## src/rtl/uart_wb_bridge.sv

```systemverilog
// uart_wb_bridge: turns UART command bytes into single 8-bit Wishbone cycles
// and returns one response byte per completed read, write or ack timeout.
//
// state    | meaning
// ---------+------------------------------------------------------------
// IDLE     | waiting for a command header {rw, adr[6:0]}
// GET_DATA | write header seen, waiting for the data byte (byte timer)
// WB_CYCLE | stb/cyc asserted, waiting for wb_ack_i (ack timer)
// RESP     | tx_valid held with a constant tx_data until tx_ready

`timescale 1ns/1ps

module uart_wb_bridge #(
  parameter logic [15:0] ACK_TIMEOUT  = 16'd255,
  parameter logic [15:0] BYTE_TIMEOUT = 16'd4095,
  parameter bit          WR_RESP      = 1'b1,
  parameter logic [7:0]  WR_OK_BYTE   = 8'h00,
  parameter logic [7:0]  ERR_BYTE     = 8'hEE
) (
  input  logic       clk,
  input  logic       rst,
  input  logic [7:0] rx_data,
  input  logic       rx_valid,
  output logic [7:0] tx_data,
  output logic       tx_valid,
  input  logic       tx_ready,
  output logic [6:0] wb_adr_o,
  output logic [7:0] wb_dat_o,
  input  logic [7:0] wb_dat_i,
  output logic       wb_we_o,
  output logic       wb_stb_o,
  output logic       wb_cyc_o,
  input  logic       wb_ack_i,
  output logic       overrun
);

  typedef enum logic [1:0] {
    IDLE     = 2'd0,
    GET_DATA = 2'd1,
    WB_CYCLE = 2'd2,
    RESP     = 2'd3
  } state_t;

  state_t      state;
  logic [15:0] byte_timer;
  logic [15:0] ack_timer;
  logic [15:0] byte_timer_nxt;
  logic [15:0] ack_timer_nxt;

  // Saturating increments: the timers stop at all-ones instead of wrapping.
  always_comb begin
    byte_timer_nxt = (byte_timer == 16'hFFFF) ? byte_timer : byte_timer + 16'd1;
    ack_timer_nxt  = (ack_timer  == 16'hFFFF) ? ack_timer  : ack_timer  + 16'd1;
  end

  // Command sequencer; every output is a register updated here.
  always_ff @(posedge clk) begin
    if (rst) begin
      state      <= IDLE;
      byte_timer <= 16'd0;
      ack_timer  <= 16'd0;
      tx_data    <= 8'd0;
      tx_valid   <= 1'b0;
      wb_adr_o   <= 7'd0;
      wb_dat_o   <= 8'd0;
      wb_we_o    <= 1'b0;
      wb_stb_o   <= 1'b0;
      wb_cyc_o   <= 1'b0;
      overrun    <= 1'b0;
    end else begin
      case (state)
        IDLE: begin
          if (rx_valid) begin
            wb_adr_o <= rx_data[6:0];
            wb_we_o  <= rx_data[7];
            if (rx_data[7]) begin
              byte_timer <= 16'd0;
              state      <= GET_DATA;
            end else begin
              // Strobe rises together with the state change so a one-cycle
              // ack slave completes two edges after the header.
              ack_timer <= 16'd0;
              wb_stb_o  <= 1'b1;
              wb_cyc_o  <= 1'b1;
              state     <= WB_CYCLE;
            end
          end
        end

        GET_DATA: begin
          if (rx_valid) begin
            wb_dat_o  <= rx_data;
            ack_timer <= 16'd0;
            wb_stb_o  <= 1'b1;
            wb_cyc_o  <= 1'b1;
            state     <= WB_CYCLE;
          end else if (byte_timer_nxt >= BYTE_TIMEOUT) begin
            // Data byte never came: drop the command silently.
            byte_timer <= 16'd0;
            state      <= IDLE;
          end else begin
            byte_timer <= byte_timer_nxt;
          end
        end

        WB_CYCLE: begin
          if (rx_valid) begin
            overrun <= 1'b1;
          end
          if (wb_ack_i) begin
            wb_stb_o <= 1'b0;
            wb_cyc_o <= 1'b0;
            if (!wb_we_o) begin
              tx_data  <= wb_dat_i;
              tx_valid <= 1'b1;
              state    <= RESP;
            end else if (WR_RESP) begin
              tx_data  <= WR_OK_BYTE;
              tx_valid <= 1'b1;
              state    <= RESP;
            end else begin
              state <= IDLE;
            end
          end else if (ack_timer_nxt >= ACK_TIMEOUT) begin
            // Slave is unresponsive: abandon the cycle and report it.
            wb_stb_o <= 1'b0;
            wb_cyc_o <= 1'b0;
            tx_data  <= ERR_BYTE;
            tx_valid <= 1'b1;
            state    <= RESP;
          end else begin
            ack_timer <= ack_timer_nxt;
          end
        end

        RESP: begin
          if (rx_valid) begin
            overrun <= 1'b1;
          end
          if (tx_ready) begin
            tx_valid <= 1'b0;
            state    <= IDLE;
          end
        end

        default: begin
          state <= IDLE;
        end
      endcase
    end
  end

endmodule

```

## config.mk

```make
export PLATFORM = sky130hd
export DESIGN_NAME = uart_wb_bridge
export DESIGN_NICKNAME = d
export VERILOG_FILES = /design/src/rtl/uart_wb_bridge.sv
export SDC_FILE = /design/constraint.sdc
export NUM_CORES = 1
export LEC_CHECK = 0
export ABC_AREA = 1
export CORE_UTILIZATION = 54
export DETAILED_ROUTE_END_ITERATION = 8
export GPL_TIMING_DRIVEN = 0
export PLACE_DENSITY = 0.91
export SLEW_MARGIN = 20
export SYNTH_ARGS = -nofsm -noshare
export SYNTH_HDL_FRONTEND = slang
export SYNTH_SLANG_ARGS = --single-unit
```

## constraint.sdc

```tcl
create_clock -name clk -period 2.45 [get_ports clk]
set_input_delay 0.6125 -clock clk [delete_from_list [all_inputs] [get_ports clk]]
set_output_delay 0.6125 -clock clk [all_outputs]
set_load 0.02 [all_outputs]
```

=== Word level (Yosys, flattened, before mapping) ===
Index checks and enable logic that the tools add are counted.

* Register bits after elaboration: 61
* Word-level logic and storage cells: 78

* Add/sub/neg operators: 2
* Order comparisons: 2
* Eq/ne operators: 15
* Mux-type cells: 34
* Reductions and logical operators: 15

{| class="wikitable"
|+ Operators by type and width
! cell !! number
|-
| $mux W16 || 11
|-
| $pmux W16 S3 || 1
|-
| $add A16 B1 Y16 const B || 2
|-
| $eq A16 B16 Y1 const B || 2
|-
| $pmux W16 S2 || 1
|-
| $mux W8 || 3
|-
| $ge A16 B12 Y1 const B || 1
|-
| $ge A16 B8 Y1 const B || 1
|-
| $ne A2 B2 Y1 const B || 8
|-
| $mux W2 || 7
|-
| $mux W1 || 8
|-
| $pmux W2 S4 || 1
|-
| $reduce_and A2 Y1 || 4
|-
| $reduce_and A4 Y1 || 2
|-
| $ne A3 B3 Y1 const B || 2
|-
| $reduce_and A6 Y1 || 1
|-
| $reduce_bool A2 Y1 || 3
|-
| $reduce_and A5 Y1 || 1
|-
| $eq A2 B2 Y1 const B || 2
|-
| $pmux W1 S3 || 1
|-
| $reduce_and A3 Y1 || 1
|-
| $reduce_bool A3 Y1 || 1
|-
| $eq A2 B1 Y1 const B || 1
|-
| $logic_not A2 Y1 || 1
|-
| other kinds (2) || 2
|}

=== Logic depth before layout (Yosys ltp) ===
* Depth in word-level cells: 6
* Depth in mapped cells: 17
* Gate-level depth less buffers: 16

=== Least setup slack after synthesis ===
OpenSTA, ideal clock, no wires.

* Path kind: register -> register
* From: register ack_timer[0]
* To: register ack_timer[6]
* Setup time: 0.067 ns
* Arrival: 2.006 ns
* Data required time: 2.383 ns
* Setup slack: 0.377 ns
* Stages on the path, launching flop included: 18
* Path buffers: 2
* Cells stage by stage: dfxtp_1 -> ha_1 -> nand3_2 -> inv_2 -> nand2_2 -> inv_2 -> nand2_2 -> buf_6 -> nand2_1 -> nand2_1 -> nor2_1 -> nand2_1 -> nand2_2 -> nand2_4 -> o21ai_4 -> buf_6 -> nand2_2 -> a21oi_2

* Word-level cells in the longest chain between the ends: 5

{| class="wikitable"
|+ RTL lines
! element !! RTL line !! RTL
|-
| start, declared || 46 || <nowiki>logic [15:0] ack_timer;</nowiki>
|-
| start signal, assigned || 132 || <nowiki>ack_timer <= ack_timer_nxt;</nowiki>
|-
| $add A16 B1 Y16 or $eq A16 B16 Y1 (tied branches) || 53 || <nowiki>ack_timer_nxt = (ack_timer == 16'hFFFF) ? ack_timer : ack_timer + 16'd1;</nowiki>
|-
| $mux W16 (*) || 53 ||
|-
| $ge A16 B8 Y1 or $mux W16 (tied branches) || 124 || <nowiki>end else if (ack_timer_nxt >= ACK_TIMEOUT) begin</nowiki>
|-
| $ne A2 B2 Y1 (no line) or $mux W16 (tied branches) || -- ||
|-
| $reduce_and A6 Y1 (no line) or $pmux W16 S3 (tied branches) || -- ||
|}

Mark *: on every way between the ends. The rest lies on a longest branch, timed or not. The select of a mux whose other input is x is not followed.
A chain may end at the register's enable or synchronous reset.

=== Worst setup path in the final report ===
* From: register ack_timer[0]
* To: register tx_data[2]

* Word-level cells in the longest chain between the ends: 5

{| class="wikitable"
|+ RTL lines
! element !! RTL line !! RTL
|-
| $add A16 B1 Y16 or $eq A16 B16 Y1 (tied branches) || 53 ||
|-
| $mux W16 (*) || 53 ||
|-
| $ge A16 B8 Y1 (*) || 124 ||
|-
| $reduce_bool A2 Y1 (no line) (*) || -- ||
|-
| $reduce_and A2 Y1 (no line) (*) || -- ||
|-
| end signal, assigned || 114 || <nowiki>tx_data <= wb_dat_i;</nowiki>
|-
| end, declared || 24 || <nowiki>output logic [7:0] tx_data,</nowiki>
|}

Mark *: on every way between the ends. The rest lies on a longest branch, timed or not.

==> results.yml <==
hold_path:
  hold_path.class: "reg -> reg"
  hold_path_depth: 2
  worst_hold_startpoint: "wb_dat_o[7]"
  holdPathEnd: "wb_dat_o[7]"
synth:
  ys_types: 34
  synth_warnings: 0
  synth_area_per_cell_um2: 6.52
  syn_area_mm2: 0.00323
  syn_nets: 518
  synth_largest_area_cell: "dfxtp_1"
  ys_seq_area_share_pct: 37.8
  synthCells: 495
  netlist_top_cells_area: "dfxtp_1, nand2_1, nor2_1"
  synth_common_cells: "nand2_1, nor2_1, dfxtp_1"
  synth_edf_count: 0
  async_flop_share_pct: 0
  synth-seq-cells: 61
  yosysTopAreaCellShare_pct: 37.8
  yosysMostFrequentCell: "nand2_1"
  synthFlopType: "dfxtp_1"
die:
  coreArea_mm2: 0.00564
  die-area_mm2: 0.00629
  ioPinCount: 49
  row_count: 27
  die_x_um: 79.3
  start_util_pct: 57.2
  die_h_um: 79.3
worst_setup_path:
  crit_path_start_kind: "flop"
  cp_max_fo: 10
  reg2reg_depth: 15
  required_ns: 2.68
  r2r_end: "tx_data[2]"
  r2r_start: "ack_timer[0]"
  reg2reg_slack_ns: 0.13
  path_class: "reg -> reg"
  crit_path_end_kind: "flop"
  arrival_ns: 2.55
timing:
  final.period_utilization_pct: 94.6
  fmax_mhz: 431
  slew_headroom_pct: 56.5
  finalMaxSlewViolations: 0
  hold_viol_final: 0
  clock-skew-final_ns: 0.00713
  hold_ws_ns: 0.468
  tightest_slew_ns: 0.652
  post-route-min-period_ns: 2.32
  tns_ns: 0
  setup_violations: 0
grt:
  grt-ovfl-total: 0
  antenna_found_initial: 0
  grt_pass1_vias: 2993
  grt_use_total_pct: 27.1
  grt_pass1_wl_um: 13400
  grt_max_degree: 13
detailed_routing:
  wire_per_inst_um: 13.0
  routed_wl_um: 8250
  drcViolationCount: 0
  wl_met3_um: 462
  drt_iter0_drc: 237
  viasPerCell: 5.40
  top_layer: "met4"
  drt-pass1-iter-count: 5
  vias: 3417
  wl_met1_um: 3680
  route.met2.wl_um: 3980
  antenna_left: 0
finish:
  fin_cells: 633
  seqCellArea_mm2: 0.00123
  antenna_cells: 0
  multi_input_area_mm2: 0.00179
  n_fill_cell: 422
  fin_nets: 579
  synthToLayoutAreaGrowth_pct: 25.9
  post-route-util_pct: 72.1
  drive_gt1_share_pct: 10.2
clock_network:
  cts.clk_slew.worst_paths_ns: 0.07
  holdBufCountCts: 0
  cts_max_path_buffers: 2
  cts_tree: "built"
  cts.sinks: 61
  cts_buffers: 9
  clock_latency_ns: 0.35
  htreeDepth: 3
  cts_root_buffer: "clkbuf_8"
flow_run:
  maxCapViolCount: 0
placement:
  dp_cells: 614
  io_buffers: 47
  place.gp.congestion: 0.904
  hpwl_um: 5840
pwr:
  power_density_mw_per_mm2: 705
  p_leak_nw: 1.62
  total_power_mw: 2.87
  ir_drop_mv: 0.487
status:
  status: "finished clean"
[registers in the layout, summed over array words and instances (netlist names)]
register / flops
state: 2
wb_adr_o: 7
wb_dat_o: 8
overrun: 1
byte_timer: 16
tx_valid: 1
tx_data: 8
ack_timer: 16
wb_we_o: 1
wb_cyc_o: 1
[cell usage in the layout, fill, tap and decap left out, types with 2 or more instances in the layout]
| cell type | instances |
|---|---|
| buf_4 | 5 |
| nor2_4 | 2 |
| bufinv_16 | 2 |
| buf_6 | 3 |
| xor2_1 | 4 |
| nand4_1 | 16 |
| o21ai_0 | 16 |
| clkinvlp_4 | 2 |
| nand2_1 | 148 |
| o22ai_1 | 2 |
| dfxtp_2 | 2 |
| inv_2 | 3 |
| a21oi_1 | 44 |
| xnor2_1 | 3 |
| a21oi_2 | 3 |
| nor2_1 | 69 |
| inv_1 | 40 |
| nand2_2 | 7 |
| dfxtp_1 | 58 |
| nand3_1 | 40 |
| clkbuf_1 | 7 |
| nor2_2 | 7 |
| clkbuf_8 | 9 |
| clkdlybuf4s50_1 | 47 |
| o21ai_1 | 2 |
[area by class of cell]
cell class | count | area share, %
plain buffers | 13 | 1.97
clock buffers | 9 | 3.05
clock inverters | 7 | 2.40
inverters | 44 | 4.12
multi-input cells | 377 | 43.9
flip-flops and latches | 61 | 30.2
well taps | 72 | 2.22
repair buffers | 50 | 12.1
[where the power goes]
group          total, mW  switching [mW]  internal [mW]
registers           1.14          0.0640           1.08
clock network       1.01           0.435          0.576
logic              0.715           0.429          0.286
[critical path, cell delays in order, from the launching register on]
cell and delay, ns:
dfxtp_4 0.40, ha_4 0.17, nand3_2 0.12, nor2_1 0.26, nand4_1 0.12, nand2_1 0.09
nand2_1 0.05, nor2_1 0.09, nand2_1 0.06, nor2_1 0.18, nand2_2 0.09, nand2_4 0.14
inv_4 0.06, buf_6 0.13, o21ai_0 0.19, a21oi_1 0.06
[through the flow]
step | cell area (um2) | worst slack, ns
final | 4070 | 0.131
after global routing | 4070 | -0.00577
after CTS | 4010 | 0.0202
after detailed placement | 3790 | -0.0952
after global placement | 3790 | -0.0777
after floorplan | 3230 | 0.377
[kinds of logic (layout without fill, tap and decap cells)]
family	Yosys count	after routing	synth area share, %
AOI/OAI and AO/OA	71	71	12.0
DFF	61	61	37.8
buffers and inverters	57	123	7.60
adders and majority gates	2	2	0.775
and+or+nand+nor	297	297	39.9
xor gates and xnor gates	7	7	1.90
[routing by layer]
layer	vias to the layer above	GRT usage, %
li1	1728	-
met4	0	8.91
met5	-	0
met3	16	6.55
met2	109	44.6
met1	1564	34.5
[worst max-delay path by stage]
| stage | cells past startpoint | endpoint | from | slack [ns] |
|---|---|---|---|---|
| final | 15 | tx_data[2] | ack_timer[0] | 0.13 |
| after global routing | 15 | state[0] | byte_timer[0] | -0.006 |
| after CTS | 15 | state[0] | byte_timer[1] | 0.02 |
| after detailed placement | 12 | tx_data[2] | wb_ack_i | -0.1 |
| after global placement | 9 | byte_timer[2] | rx_valid | -0.08 |
| after floorplan | 17 | ack_timer[6] | ack_timer[0] | 0.38 |
[timing repair]
action	4_1_cts	5_1_grt
endpoints found under the hold margin	0	0
buffers inserted	0	3
setup endpoints to repair	3	23
pin swaps	0	0
resized for setup	2	7
(Power assumes the default switching activity.)
